==> src/rtl/riscv_pkg.sv <==
// riscv_pkg: shared XLEN, ALU op codes, forward selects and multiplier FSM states.
package riscv_pkg;
    localparam int XLEN = 32;
    typedef enum logic [2:0] {
        ALU_ADD = 3'b000,
        ALU_SUB = 3'b001,
        ALU_AND = 3'b010,
        ALU_OR  = 3'b011,
        ALU_MUL = 3'b100,
        ALU_SLT = 3'b101
    } alu_op_e;
    typedef enum logic [1:0] {
        FWD_REG = 2'b00,
        FWD_WB  = 2'b01,
        FWD_MEM = 2'b10
    } fwd_sel_e;
    typedef logic [1:0] mul_state_t;
    localparam mul_state_t IDLE = 2'd0;
    localparam mul_state_t BUSY = 2'd1;
    localparam mul_state_t DONE = 2'd2;
endpackage

==> src/rtl/execute_cycle_if.sv <==
// execute_cycle_if: EX-stage inputs plus the branch, stall and EX/MEM register outputs.
interface execute_cycle_if;
    import riscv_pkg::*;
    logic            RegWriteE, MemWriteE, ResultSrcE, ALUSrcE, BranchE, FlushE;
    logic [2:0]      ALUControlE;
    logic [4:0]      RD_E;
    logic [XLEN-1:0] RD1_E, RD2_E, Imm_Ext_E, PCE, PCPlus4E, ResultW;
    logic [1:0]      ForwardA_E, ForwardB_E;
    logic            PCSrcE, StallE;
    logic [XLEN-1:0] PCTargetE;
    logic            RegWriteM, MemWriteM, ResultSrcM;
    logic [4:0]      RD_M;
    logic [XLEN-1:0] PCPlus4M, WriteDataM, ALU_ResultM;
    modport slave (
        input  RegWriteE, MemWriteE, ResultSrcE, ALUSrcE, BranchE, FlushE, ALUControlE, RD_E,
               RD1_E, RD2_E, Imm_Ext_E, PCE, PCPlus4E, ResultW, ForwardA_E, ForwardB_E,
        output PCSrcE, StallE, PCTargetE, RegWriteM, MemWriteM, ResultSrcM, RD_M,
               PCPlus4M, WriteDataM, ALU_ResultM
    );
    modport master (
        output RegWriteE, MemWriteE, ResultSrcE, ALUSrcE, BranchE, FlushE, ALUControlE, RD_E,
               RD1_E, RD2_E, Imm_Ext_E, PCE, PCPlus4E, ResultW, ForwardA_E, ForwardB_E,
        input  PCSrcE, StallE, PCTargetE, RegWriteM, MemWriteM, ResultSrcM, RD_M,
               PCPlus4M, WriteDataM, ALU_ResultM
    );
endinterface

==> src/rtl/alu.sv <==
// alu: combinational add/sub/and/or/signed-slt; every other code yields 0.
module alu
    import riscv_pkg::*;
(
    input  logic [2:0]      ctrl,
    input  logic [XLEN-1:0] a,
    input  logic [XLEN-1:0] b,
    output logic [XLEN-1:0] result,
    output logic            zero
);
    always_comb begin
        result = ctrl == ALU_ADD ? a + b :
                 ctrl == ALU_SUB ? a - b :
                 ctrl == ALU_AND ? a & b :
                 ctrl == ALU_OR  ? a | b :
                 ctrl == ALU_SLT ? XLEN'($signed(a) < $signed(b)) : '0;
        zero = result == '0;
    end
endmodule

==> src/rtl/execute_cycle.sv <==
// execute_cycle: EX stage with operand forwarding, branch resolve and EX/MEM register.
// Define EXEC_MUL_EN to add a 32-step shift-add multiplier that stalls the pipe.
module execute_cycle
    import riscv_pkg::*;
(
    input logic            clk,
    input logic            rst,
    execute_cycle_if.slave bus
);
    logic [XLEN-1:0] src_a, fwd_b, src_b, alu_result, product, pc4_lat;
    logic [4:0]      rd_lat;
    logic            zero, stall, mul_done, rw_lat, rs_lat;
    always_comb begin
        src_a = bus.ForwardA_E == FWD_WB  ? bus.ResultW :
                bus.ForwardA_E == FWD_MEM ? bus.ALU_ResultM : bus.RD1_E;
        fwd_b = bus.ForwardB_E == FWD_WB  ? bus.ResultW :
                bus.ForwardB_E == FWD_MEM ? bus.ALU_ResultM : bus.RD2_E;
        src_b = bus.ALUSrcE ? bus.Imm_Ext_E : fwd_b;
    end
    alu u_alu (.ctrl(bus.ALUControlE), .a(src_a), .b(src_b), .result(alu_result), .zero(zero));
    assign bus.PCTargetE = bus.PCE + bus.Imm_Ext_E;
    assign bus.PCSrcE    = bus.BranchE & zero & ~bus.FlushE & ~stall;
    assign bus.StallE    = stall;
`ifdef EXEC_MUL_EN
    mul_state_t      state;
    logic [4:0]      count;
    logic [XLEN-1:0] a_lat, b_lat;
    logic            mul_start;
    assign mul_start = state == IDLE && bus.ALUControlE == ALU_MUL && !bus.FlushE;
    assign stall     = !rst && (mul_start || state == BUSY);
    assign mul_done  = state == DONE;
    always_ff @(posedge clk) begin
        if (rst) begin
            state   <= IDLE;
            count   <= '0;
            product <= '0;
        end else if (bus.FlushE && state != IDLE) begin
            state <= IDLE;
        end else if (mul_start) begin
            state   <= BUSY;
            count   <= '0;
            product <= '0;
        end else if (state == BUSY) begin
            product <= product + (b_lat[count] ? a_lat << count : '0);
            count   <= count + 5'd1;
            if (count == 5'd31) state <= DONE;
        end else if (state == DONE) begin
            state <= IDLE;
        end
    end
    // Operands are captured once so later forwarding changes cannot disturb the product
    always_ff @(posedge clk) begin
        if (mul_start) begin
            a_lat   <= src_a;
            b_lat   <= src_b;
            rd_lat  <= bus.RD_E;
            rw_lat  <= bus.RegWriteE;
            rs_lat  <= bus.ResultSrcE;
            pc4_lat <= bus.PCPlus4E;
        end
    end
`else
    assign stall    = 1'b0;
    assign mul_done = 1'b0;
    assign product  = '0;
    assign pc4_lat  = '0;
    assign rd_lat   = '0;
    assign rw_lat   = 1'b0;
    assign rs_lat   = 1'b0;
`endif
    always_ff @(posedge clk) begin
        if (rst || bus.FlushE || stall) begin
            bus.RegWriteM   <= 1'b0;
            bus.MemWriteM   <= 1'b0;
            bus.ResultSrcM  <= 1'b0;
            bus.RD_M        <= '0;
            bus.PCPlus4M    <= '0;
            bus.WriteDataM  <= '0;
            bus.ALU_ResultM <= '0;
        end else if (mul_done) begin
            bus.RegWriteM   <= rw_lat;
            bus.MemWriteM   <= 1'b0;
            bus.ResultSrcM  <= rs_lat;
            bus.RD_M        <= rd_lat;
            bus.PCPlus4M    <= pc4_lat;
            bus.WriteDataM  <= '0;
            bus.ALU_ResultM <= product;
        end else begin
            bus.RegWriteM   <= bus.RegWriteE;
            bus.MemWriteM   <= bus.MemWriteE;
            bus.ResultSrcM  <= bus.ResultSrcE;
            bus.RD_M        <= bus.RD_E;
            bus.PCPlus4M    <= bus.PCPlus4E;
            bus.WriteDataM  <= fwd_b;
            bus.ALU_ResultM <= alu_result;
        end
    end
endmodule

==> src/flat_wrapper.sv <==
// flat-port wrapper written by rule: the top's interface ports become plain ports
module execute_cycle_flat import riscv_pkg::*;
  (clk, rst, bus_RegWriteE, bus_MemWriteE, bus_ResultSrcE, bus_ALUSrcE, bus_BranchE, bus_FlushE, bus_ALUControlE, bus_RD_E, bus_RD1_E, bus_RD2_E, bus_Imm_Ext_E, bus_PCE, bus_PCPlus4E, bus_ResultW, bus_ForwardA_E, bus_ForwardB_E, bus_PCSrcE, bus_StallE, bus_PCTargetE, bus_RegWriteM, bus_MemWriteM, bus_ResultSrcM, bus_RD_M, bus_PCPlus4M, bus_WriteDataM, bus_ALU_ResultM);
  execute_cycle_if bus_i ();
  input logic clk;
  input logic rst;
  input wire logic [$bits(bus_i.RegWriteE)-1:0] bus_RegWriteE;
  input wire logic [$bits(bus_i.MemWriteE)-1:0] bus_MemWriteE;
  input wire logic [$bits(bus_i.ResultSrcE)-1:0] bus_ResultSrcE;
  input wire logic [$bits(bus_i.ALUSrcE)-1:0] bus_ALUSrcE;
  input wire logic [$bits(bus_i.BranchE)-1:0] bus_BranchE;
  input wire logic [$bits(bus_i.FlushE)-1:0] bus_FlushE;
  input wire logic [$bits(bus_i.ALUControlE)-1:0] bus_ALUControlE;
  input wire logic [$bits(bus_i.RD_E)-1:0] bus_RD_E;
  input wire logic [$bits(bus_i.RD1_E)-1:0] bus_RD1_E;
  input wire logic [$bits(bus_i.RD2_E)-1:0] bus_RD2_E;
  input wire logic [$bits(bus_i.Imm_Ext_E)-1:0] bus_Imm_Ext_E;
  input wire logic [$bits(bus_i.PCE)-1:0] bus_PCE;
  input wire logic [$bits(bus_i.PCPlus4E)-1:0] bus_PCPlus4E;
  input wire logic [$bits(bus_i.ResultW)-1:0] bus_ResultW;
  input wire logic [$bits(bus_i.ForwardA_E)-1:0] bus_ForwardA_E;
  input wire logic [$bits(bus_i.ForwardB_E)-1:0] bus_ForwardB_E;
  output wire logic [$bits(bus_i.PCSrcE)-1:0] bus_PCSrcE;
  output wire logic [$bits(bus_i.StallE)-1:0] bus_StallE;
  output wire logic [$bits(bus_i.PCTargetE)-1:0] bus_PCTargetE;
  output wire logic [$bits(bus_i.RegWriteM)-1:0] bus_RegWriteM;
  output wire logic [$bits(bus_i.MemWriteM)-1:0] bus_MemWriteM;
  output wire logic [$bits(bus_i.ResultSrcM)-1:0] bus_ResultSrcM;
  output wire logic [$bits(bus_i.RD_M)-1:0] bus_RD_M;
  output wire logic [$bits(bus_i.PCPlus4M)-1:0] bus_PCPlus4M;
  output wire logic [$bits(bus_i.WriteDataM)-1:0] bus_WriteDataM;
  output wire logic [$bits(bus_i.ALU_ResultM)-1:0] bus_ALU_ResultM;
  assign bus_i.RegWriteE = bus_RegWriteE;
  assign bus_i.MemWriteE = bus_MemWriteE;
  assign bus_i.ResultSrcE = bus_ResultSrcE;
  assign bus_i.ALUSrcE = bus_ALUSrcE;
  assign bus_i.BranchE = bus_BranchE;
  assign bus_i.FlushE = bus_FlushE;
  assign bus_i.ALUControlE = bus_ALUControlE;
  assign bus_i.RD_E = bus_RD_E;
  assign bus_i.RD1_E = bus_RD1_E;
  assign bus_i.RD2_E = bus_RD2_E;
  assign bus_i.Imm_Ext_E = bus_Imm_Ext_E;
  assign bus_i.PCE = bus_PCE;
  assign bus_i.PCPlus4E = bus_PCPlus4E;
  assign bus_i.ResultW = bus_ResultW;
  assign bus_i.ForwardA_E = bus_ForwardA_E;
  assign bus_i.ForwardB_E = bus_ForwardB_E;
  assign bus_PCSrcE = bus_i.PCSrcE;
  assign bus_StallE = bus_i.StallE;
  assign bus_PCTargetE = bus_i.PCTargetE;
  assign bus_RegWriteM = bus_i.RegWriteM;
  assign bus_MemWriteM = bus_i.MemWriteM;
  assign bus_ResultSrcM = bus_i.ResultSrcM;
  assign bus_RD_M = bus_i.RD_M;
  assign bus_PCPlus4M = bus_i.PCPlus4M;
  assign bus_WriteDataM = bus_i.WriteDataM;
  assign bus_ALU_ResultM = bus_i.ALU_ResultM;
  execute_cycle u_core (.clk(clk), .rst(rst), .bus(bus_i));
endmodule
==> config.mk <==
export PLATFORM = sky130hd
export DESIGN_NAME = execute_cycle_flat
export DESIGN_NICKNAME = d
export VERILOG_FILES = /design/src/rtl/riscv_pkg.sv /design/src/rtl/execute_cycle_if.sv /design/src/rtl/alu.sv /design/src/rtl/execute_cycle.sv /design/src/flat_wrapper.sv
export SDC_FILE = /design/constraint.sdc
export NUM_CORES = 1
export LEC_CHECK = 0
export BUFFER_PORTS_ARGS = -buffer_cell sky130_fd_sc_hd__buf_2
export CAP_MARGIN = 40
export CORE_MARGIN = 2
export CORE_UTILIZATION = 35
export CTS_CLUSTER_SIZE = 28
export DETAILED_ROUTE_END_ITERATION = 8
export GPL_TIMING_DRIVEN = 0
export PLACE_DENSITY = 0.6
export SYNTH_ARGS = -nofsm -noshare
export SYNTH_HDL_FRONTEND = slang
export SYNTH_SLANG_ARGS = --single-unit
==> constraint.sdc <==
create_clock -name clk -period 8.2 [get_ports clk]
set_clock_uncertainty 0.1 [all_clocks]
set_input_delay 0.82 -clock clk [delete_from_list [all_inputs] [get_ports clk]]
set_output_delay 0.82 -clock clk [all_outputs]
set_load 0.01 [all_outputs]
### After elaboration in Yosys (flattened, before gate mapping)

Cells that the tools add are included.

| cells by class | value |
|---|---|
| bitwise gates (word level) | 5 |
| mux-type cells | 10 |
| reductions and logical operators | 3 |
| equality and inequality tests | 8 |
| $lt $le $gt $ge | 1 |
| add/sub/neg operators | 3 |

Operators by type and width:

| cell | number |
|---|---|
| $mux W32 | 9 |
| $add A32 B32 Y32 | 2 |
| $and A32 B32 Y32 | 1 |
| $logic_not A32 Y1 | 1 |
| $lt A32 B32 Y1 | 1 |
| $or A32 B32 Y32 | 1 |
| $sub A32 B32 Y32 | 1 |
| $eq A3 B2 Y1 const B | 2 |
| $eq A2 B1 Y1 const B | 2 |
| $eq A2 B2 Y1 const B | 2 |
| $eq A3 B1 Y1 const B | 1 |
| $eq A3 B3 Y1 const B | 1 |
| $logic_not A3 Y1 | 1 |
| $and A1 B1 Y1 | 2 |
| $logic_or A1 B1 Y1 | 1 |
| $mux W1 | 1 |
| $not A1 Y1 | 1 |

| word-level totals | value |
|---|---|
| bits in registers | 104 |
| output and inout port bits | 138 |
| input bits | 212 |
| word-level logic and storage cells | 37 |

### Logic depth before layout (Yosys ltp)

Gate-level depths: netlist of run 1.

| depth | value |
|---|---|
| depth in word-level cells | 13 |
| mapped depth | 21 |
| depth with buffers taken out | 19 |

### Cells and area by module

From an unflattened synthesis of run 1, not the netlist that was laid out.

| second synthesis, totals | value |
|---|---|
| cells, all modules | 1669 |
| area, all modules | 12310.6 µm² |

By module, submodules not included:

| module | instances | area an instance (µm²) | cells an instance | sequential area each (µm²) |
|---|---|---|---|---|
| execute_cycle | 1 | 6756.5 | 819 | 2082.0 |
| alu | 1 | 5554.1 | 850 | 0.0 |

### Worst setup path after synthesis of run 1

No wires, ideal clock.

| timing path | value |
|---|---|
| path type | input port to output port |
| start point | input bus_ForwardB_E[1] |
| end point | output bus_PCSrcE |
| required time | 7280 ps |
| slack | 2251 ps |
| stages on the path | 20 |
| buffers on the path | 2 |
| arrival | 5029 ps |
| cells stage by stage | clkbuf_1 -> buf_1 -> mux2_2 -> o21ai_0 -> o21a_1 -> inv_1 -> ha_1 -> inv_1 -> fa_1 -> a21oi_1 -> o221ai_2 -> a41oi_1 -> or3_1 -> o21a_1 -> o31a_1 -> o2111ai_1 -> o211ai_1 -> nor4_2 -> nand4_1 -> nor3_2 |

| between the ends | value |
|---|---|
| word-level cells in the longest chain between the ends | 13 |
| elaborated cells between the ends (all ways) | 18 |
| those cells by class | add/sub: 2; order compare: 1; eq/ne: 2; mux: 8; bitwise: 4; reduce/logical: 1 |

Ends and longest elaborated chain:

| item | line | text |
|---|---|---|
| start: declaration | flat_wrapper.sv:22 | `input wire logic [$bits(bus_i.ForwardB_E)-1:0] bus_ForwardB_E;` |
| $eq A2 B2 Y1 | execute_cycle.sv:17 | `bus.ForwardB_E == FWD_MEM ? bus.ALU_ResultM : bus.RD2_E;` |
| $mux W32 | execute_cycle.sv:17 |  |
| $mux W32 (*) | execute_cycle.sv:16 | `fwd_b = bus.ForwardB_E == FWD_WB ? bus.ResultW :` |
| $mux W32 (*) | execute_cycle.sv:18 | `src_b = bus.ALUSrcE ? bus.Imm_Ext_E : fwd_b;` |
| $lt A32 B32 Y1 | alu.sv:16 | `ctrl == ALU_SLT ? XLEN'($signed(a) < $signed(b)) : '0;` |
| $mux W1 | alu.sv:16 |  |
| $mux W32 | alu.sv:15 | `ctrl == ALU_OR ? a \| b :` |
| $mux W32 | alu.sv:14 | `ctrl == ALU_AND ? a & b :` |
| $mux W32 | alu.sv:13 | `ctrl == ALU_SUB ? a - b :` |
| $mux W32 (*) | alu.sv:12 | `result = ctrl == ALU_ADD ? a + b :` |
| $logic_not A32 Y1 (*) | alu.sv:17 | `zero = result == '0;` |
| $and A1 B1 Y1 (*) (2 in series) | execute_cycle.sv:22 | `assign bus.PCSrcE = bus.BranchE & zero & ~bus.FlushE & ~stall;` |
| end: declaration | flat_wrapper.sv:23 | `output wire logic [$bits(bus_i.PCSrcE)-1:0] bus_PCSrcE;` |

Every way passes the cells marked *; elsewhere a longest branch is shown, timed or not.

### Final worst setup path of run 1

Same ends and word-level chain as after synthesis.

==> flow_summary.toml, run 1 <==
[critical_path]
crit_type = "in -> out"
worst_path_largest_cell_delay_ns = 0.57
path_buf_inv = 4
worst_setup_path_end_kind = "primary output"
critPathMaxFanout = 10
cp_cell_sequence = "clkbuf_1, clkbuf_2, mux2_2, o21ai_0, o21a_1, ha_1, clkbuf_1, a2111o_1, o2111ai_1, nand2_1, a211oi_1, mux2_2, nor3_1, and4bb_2, and4_1, nand4_1, nor3_2, buf_2"
cp-start-kind = "input port"
critPathRequiredTime_ns = 7.28
crit_arrival_ns = 6.99
cp_slowest_cell = "a211oi_1"
crit_family = "compound AO/OA/AOI/OAI gates"

[clocking]
hold_buffers = 0
htreeDepth = 3
worstSkewPairLatency_ns = 0.37
cts-buffers-inserted = 9
clk_path_buf_depth = 2
cts.reportedPaths.clkPinSlew_ns = 0.08
cts_tree = "done"
clkSinkCount = 104
cts-root-buf = "clkbuf_16"

[floorplanning]
row_count = 68
die_area_um2 = 36000
start_util = 0.352
core_um2 = 34300
die_y_um = 190
boundaryPins = 350
die_w_um = 190

[power_and_ir_drop]
p_total_uw = 2220
powerDensity_nw_per_um2 = 150
peakVddDrop_mv = 0.106
power.leakage_uw = 0.00716

[sta]
timing.final.crit_share = 0.964
max_freq_ghz = 0.127
setup_violations = 0
hold_violations = 0
slew_viol_final = 0
setup_slack_ns = 0.295
worstMarginPinSlew_ns = 0.929
tns_ns = 0
fin_crit_ns = 7.91
grt_setup_unrepaired = "no"
worst_slew_margin_rel = 0.381

[logic_synthesis]
yosys_warnings = 0
syn_inst = 1610
ys_types = 90
synth_nets = 1952
synth-seq-cells = 104
ys_dominant_reg_cell = "dfxtp_1"
async_flop_share = 0
avgSynthCellArea_um2 = 7.50
ys_seq_area_frac = 0.172
synth_edf_count = 0
synth_area_um2 = 12100

[hold_path]
hold_path_class = "in -> reg"

[detailed_routing]
drtPass1Iterations = 6
wl_met1_mm = 23.7
detail-route-antenna-nets = 0
wl_mm = 57.5
drt_iter0_drc = 1295
routed-wl-met2_mm = 27.1
post_drt_wl_per_cell_um = 23.6
num_vias = 13888
met3_wirelength_mm = 4.43
viasPerCell = 5.70
top_layer = "met4"
remaining_drc_errors = 0

[global_routing]
grt_max_degree = 17
antenna_found_initial = 7
grt.total_usage = 0.307
overflow = 0
grt_pass1_vias = 13143
grt_pass1_wl_mm = 82.9

[finish]
nNetsFinal = 2313
layout_common_cells = "352 x buf_2, 154 x nand2_1, 145 x nor2_1"
drive_gt1_frac = 0.241
area_growth_pct = 22.2
mostFrequentLayoutCell = "buf_2"

[status]
outcome = "finished, final reports clean"

[job]
maxCapViolCount = 0

[place]
io_buffer_count = 343
dp_hpwl_mm = 48.2
pre_cts_ws_ns = 0.199
gp_congestion = 1.00
[final timing paths]
check	cells after the start	slack, ns	startpoint	endpoint
max	18	0.29	bus_ForwardB_E[1]	bus_PCSrcE
min	2	0.54	bus_ResultSrcE	u_core.bus.ResultSrcM$_SDFF_PP0_
max reg2reg	14	3.06	u_core.bus.ALU_ResultM[1]$_SDFF_PP0_	u_core.bus.ALU_ResultM[0]$_SDFF_PP0_
min reg2reg	3	0.67	u_core.bus.ALU_ResultM[17]$_SDFF_PP0_	u_core.bus.WriteDataM[17]$_SDFF_PP0_
[cell families after synthesis]
group / share of synthesized area
flip-flops: 0.172
buffers and inverters: 0.0628
other: 0.000311
AND/OR/NAND/NOR: 0.220
multiplexers: 0.121
AO/OA/AOI/OAI: 0.258
adder cells (fa/ha/maj): 0.137
XOR/XNOR: 0.0283
[area by class of cell]
cell class | count | area (µm²)
Antenna cell | 6 | 15.0
Clock inverter | 4 | 76.3
Tap cell | 455 | 569
Fill cell | 3585 | 19500
Buffer | 95 | 384
Multi-Input combinational cell | 1311 | 9230
Sequential cell | 104 | 2080
Timing Repair Buffer | 350 | 1780
Clock buffer | 12 | 236
Inverter | 100 | 375
[report_power, final]
group / internal (µW) / switching (µW) / leakage, µW
Clock: 270 / 217 / 0.000147
Combinational: 444 / 739 / 0.00616
Sequential: 529 / 16.8 / 0.000852
[what timing repair did]
item | CTS | global route
endpoints found under the setup margin | 0 | 1
gates resized for setup | 0 | 4
setup buffers | 0 | 0
[layer usage]
layer	GRT usage	vias to the layer above
li1	-	6437
met1	0.386	6609
met2	0.527	733
met3	0.0459	109
met4	0.121	0
met5	0	-
[cell usage after synthesis (all sizes together) (9+ instances only)]
master	instances	area share
nand2	154	0.048
nor2	145	0.045
ha	127	0.13
a21oi	107	0.044
dfxtp	104	0.17
o21ai	100	0.041
inv	99	0.031
o21a	72	0.045
mux2i	70	0.058
mux2	66	0.062
clkbuf	65	0.020
and2	51	0.026
nand2b	35	0.018
nand3	32	0.014
buf	30	0.012
nor2b	30	0.016
a21o	29	0.018
xnor2	27	0.020
nor3	23	0.0099
a211oi	22	0.014
o211ai	16	0.011
o31ai	15	0.0097
nor4	13	0.0073
o21bai	12	0.0075
xor2	12	0.0087
or2	10	0.0052
or3	10	0.0056
a31oi	9	0.0047
o22ai	9	0.0047
[worst register-to-register path, delay by kind of cell (launching register included)]
kind	cells	cell delay [ns]
AO/OA/AOI/OAI	9	3.24
adder cells (fa/ha/maj)	1	0.47
AND/OR/NAND/NOR	2	0.47
flip-flops	1	0.42
buffers and inverters	1	0.20
multiplexers	1	0.18
[state kept, by name, indices dropped and copies added, names as in the netlist]
| name | count |
|---|---|
| u_core.bus.RD_M | 5 |
| u_core.bus.ALU_ResultM | 32 |
| u_core.bus.PCPlus4M | 32 |
| u_core.bus.WriteDataM | 32 |
| u_core.bus.RegWriteM | 1 |
| u_core.bus.MemWriteM | 1 |
| u_core.bus.ResultSrcM | 1 |
[per-stage QoR]
stage / hold WS (ns) / cells / utilization / area, µm²
after floorplan: 0.612 / 1610 / - / 12100
after CTS: 0.543 / 2431 / 0.430 / 14700
after detailed placement: 0.651 / 2415 / 0.421 / 14400
final: 0.543 / 2437 / 0.430 / 14800
after global routing: 0.541 / 2437 / 0.430 / 14800
after global placement: 0.657 / 2408 / 0.419 / 14400
Power figures use the tool's default switching activity.
==> run 2: changes to the inputs <==
==> constraint.sdc (replaced) <==
create_clock -name clk -period 8.2 [get_ports clk]
set_clock_uncertainty 0.1 [all_clocks]
set_input_delay 0.41 -clock clk [delete_from_list [all_inputs] [get_ports clk]]
set_output_delay 0.41 -clock clk [all_outputs]
set_load 0.01 [all_outputs]
==> run 2 against run 1 <==
Clock power about the same; sequential cell count unchanged; power about the same; sequential power about the same; register-to-register slack got worse by 0.30 ns; routed wire length about the same; utilization about the same; final cell count unchanged; clock-buffer cell count unchanged; largest cell class unchanged; highest routed layer unchanged.
==> flow_summary.toml, run 2 (same netlist as run 1, synthesis figures left out) <==
[critical_path]
path_buf_inv = 4
cp_slowest_cell = "o21ai_0"
crit_type = "in -> out"
crit_arrival_ns = 6.93
cp_cell_sequence = "clkbuf_1, buf_1, mux2i_1, nand2_1, o21ai_0, o21ai_0, ha_1, buf_2, nand3b_4, o221ai_2, a41oi_1, or3_1, o21a_1, o31a_1, a211oi_1, o21ai_0, nor4_1, nand4_1, nor3_2, buf_2"
cp-start-kind = "input port"
worst_path_largest_cell_delay_ns = 0.78
path_depth = 20
cpMostUsedCell = "o21ai_0"
rr_worst_depth = 14
worst_setup_path_end_kind = "primary output"
crit_family = "compound AO/OA/AOI/OAI gates"
critPathMaxFanout = 10
critPathRequiredTime_ns = 7.69

[floorplanning]
core_um2 = 34300
start_util = 0.352
boundaryPins = 350
die_area_um2 = 36000
row_count = 68
die_y_um = 190
die_w_um = 190

[place]
pre_cts_ws_ns = 1.02
gp_congestion = 1.00
io_buffer_count = 343
placed_cells = 2415
dp_hpwl_mm = 48.2

[detailed_routing]
viasPerCell = 5.69
detail-route-antenna-nets = 0
drt_iter0_drc = 1299
post_drt_wl_per_cell_um = 23.6
num_vias = 13862
drtPass1Iterations = 6
remaining_drc_errors = 0
wl_mm = 57.5

[hold_path]
hold_path_class = "in -> reg"
whs_path_depth = 2

[clocking]
clkSinkCount = 104
htreeDepth = 3
cts-buffers-inserted = 9
cts_tree = "done"
cts.repair.resized = 0
cts-root-buf = "clkbuf_16"
hold_buffers = 0
cts.reportedPaths.clkPinSlew_ns = 0.08
clk_path_buf_depth = 2
post_cts_buffers = 0
worstSkewPairLatency_ns = 0.37

[sta]
timing.final.crit_share = 0.908
grt_setup_unrepaired = "no"
tns_ns = 0
setup_slack_ns = 0.758
worstMarginPinSlew_ns = 0.943
setup_violations = 0
hold_violations = 0
worst_slew_margin_rel = 0.365
slew_viol_final = 0
max_freq_ghz = 0.134
fin_crit_ns = 7.44

[power_and_ir_drop]
power_frac_seq = 0.247
sw_frac_of_total = 0.438
powerDensity_nw_per_um2 = 150
power.switching_uw = 971
p_int_uw = 1240
power.leakage_uw = 0.00716
combPwrFrac = 0.534
peakVddDrop_mv = 0.105
p_clk_frac = 0.219

[global_routing]
grt_pass1_wl_mm = 82.9
use_met2 = 0.527
grt_pass1_vias = 13143
grt_max_degree = 17
antenna_found_initial = 7
grt-busiest-layer = "met2"
met1_usage = 0.386
met3_usage = 0.0459
grt.total_usage = 0.307
overflow = 0

[finish]
seq_area_um2 = 2080
top_regs = "u_core.bus.ALU_ResultM x32, u_core.bus.PCPlus4M x32, u_core.bus.WriteDataM x32"
final-instance-count-excl-fill = 2437
multiInputGateArea_um2 = 9230
nNetsFinal = 2313
area_growth_pct = 22.2
fillers = 3583
mostFrequentLayoutCell = "buf_2"
drive_gt1_frac = 0.240
layout_common_cells = "352 x buf_2, 154 x nand2_1, 145 x nor2_1"

[status]
outcome = "finished, final reports clean"

[job]
maxCapViolCount = 0
==> run 2: changes by cell type in the layout (fill, tap and decap cells not counted) <==
cell	change
o21ai_0	+2
o21ai_1	-2
buf_1	+1
clkbuf_2	-1
==> run 2: worst reg2reg max path, stage by stage (launching register included) <==
cell and delay (ns):
dfxtp_1 0.42, mux2_2 0.18, o21ai_0 0.11, o21ai_0 0.76
inv_1 0.24, fa_1 0.49, a21oi_1 0.27, o221ai_2 0.23
a41oi_1 0.65, or3_1 0.25, o21a_1 0.24, o31a_1 0.39
a211oi_1 0.14, o21ai_0 0.70, and2_1 0.23
==> run 2: final cells by class <==
cell class / instances / share of cell area
Antenna cell: 6 / 0.00102
Buffer: 95 / 0.0259
Clock buffer: 12 / 0.0160
Clock inverter: 4 / 0.00517
Inverter: 100 / 0.0254
Multi-Input combinational cell: 1311 / 0.626
Sequential cell: 104 / 0.141
Tap cell: 455 / 0.0386
Timing Repair Buffer: 350 / 0.121
==> run 2: final timing paths <==
path,from,end,slack (ns)
max,bus_ForwardB_E[1],bus_PCSrcE,0.76
min,bus_ResultSrcE,u_core.bus.ResultSrcM$_SDFF_PP0_,0.13
max reg2reg,u_core.bus.ALU_ResultM[1]$_SDFF_PP0_,u_core.bus.ALU_ResultM[0]$_SDFF_PP0_,2.76
min reg2reg,u_core.bus.ALU_ResultM[17]$_SDFF_PP0_,u_core.bus.WriteDataM[17]$_SDFF_PP0_,0.67
==> run 2: power by group through the flow <==
stage	clock network, µW	registers (µW)	logic (µW)
after floorplan	0	563	739
after global placement	0	557	1140
after detailed placement	0	557	1150
after CTS	483	545	1150
after global routing	506	547	1270
final	485	546	1180
==> run 2: per-layer routing <==
layer  vias up  wire length (µm)
met5         -                 0
met3       114              4490
met2       724             27100
met4         0              2280
li1       6442                 -
met1      6582             23700
==> run 2: stage by stage <==
step,hold slack [ns],util,power [µW],instance area (µm²)
detailed placement,0.514,0.421,1700,14400
finish,0.135,0.430,2210,14800
global route,0.131,0.430,2330,14800
global placement,0.509,0.419,1700,14400
floorplan,0.432,-,1300,12100
CTS,0.133,0.430,2180,14700
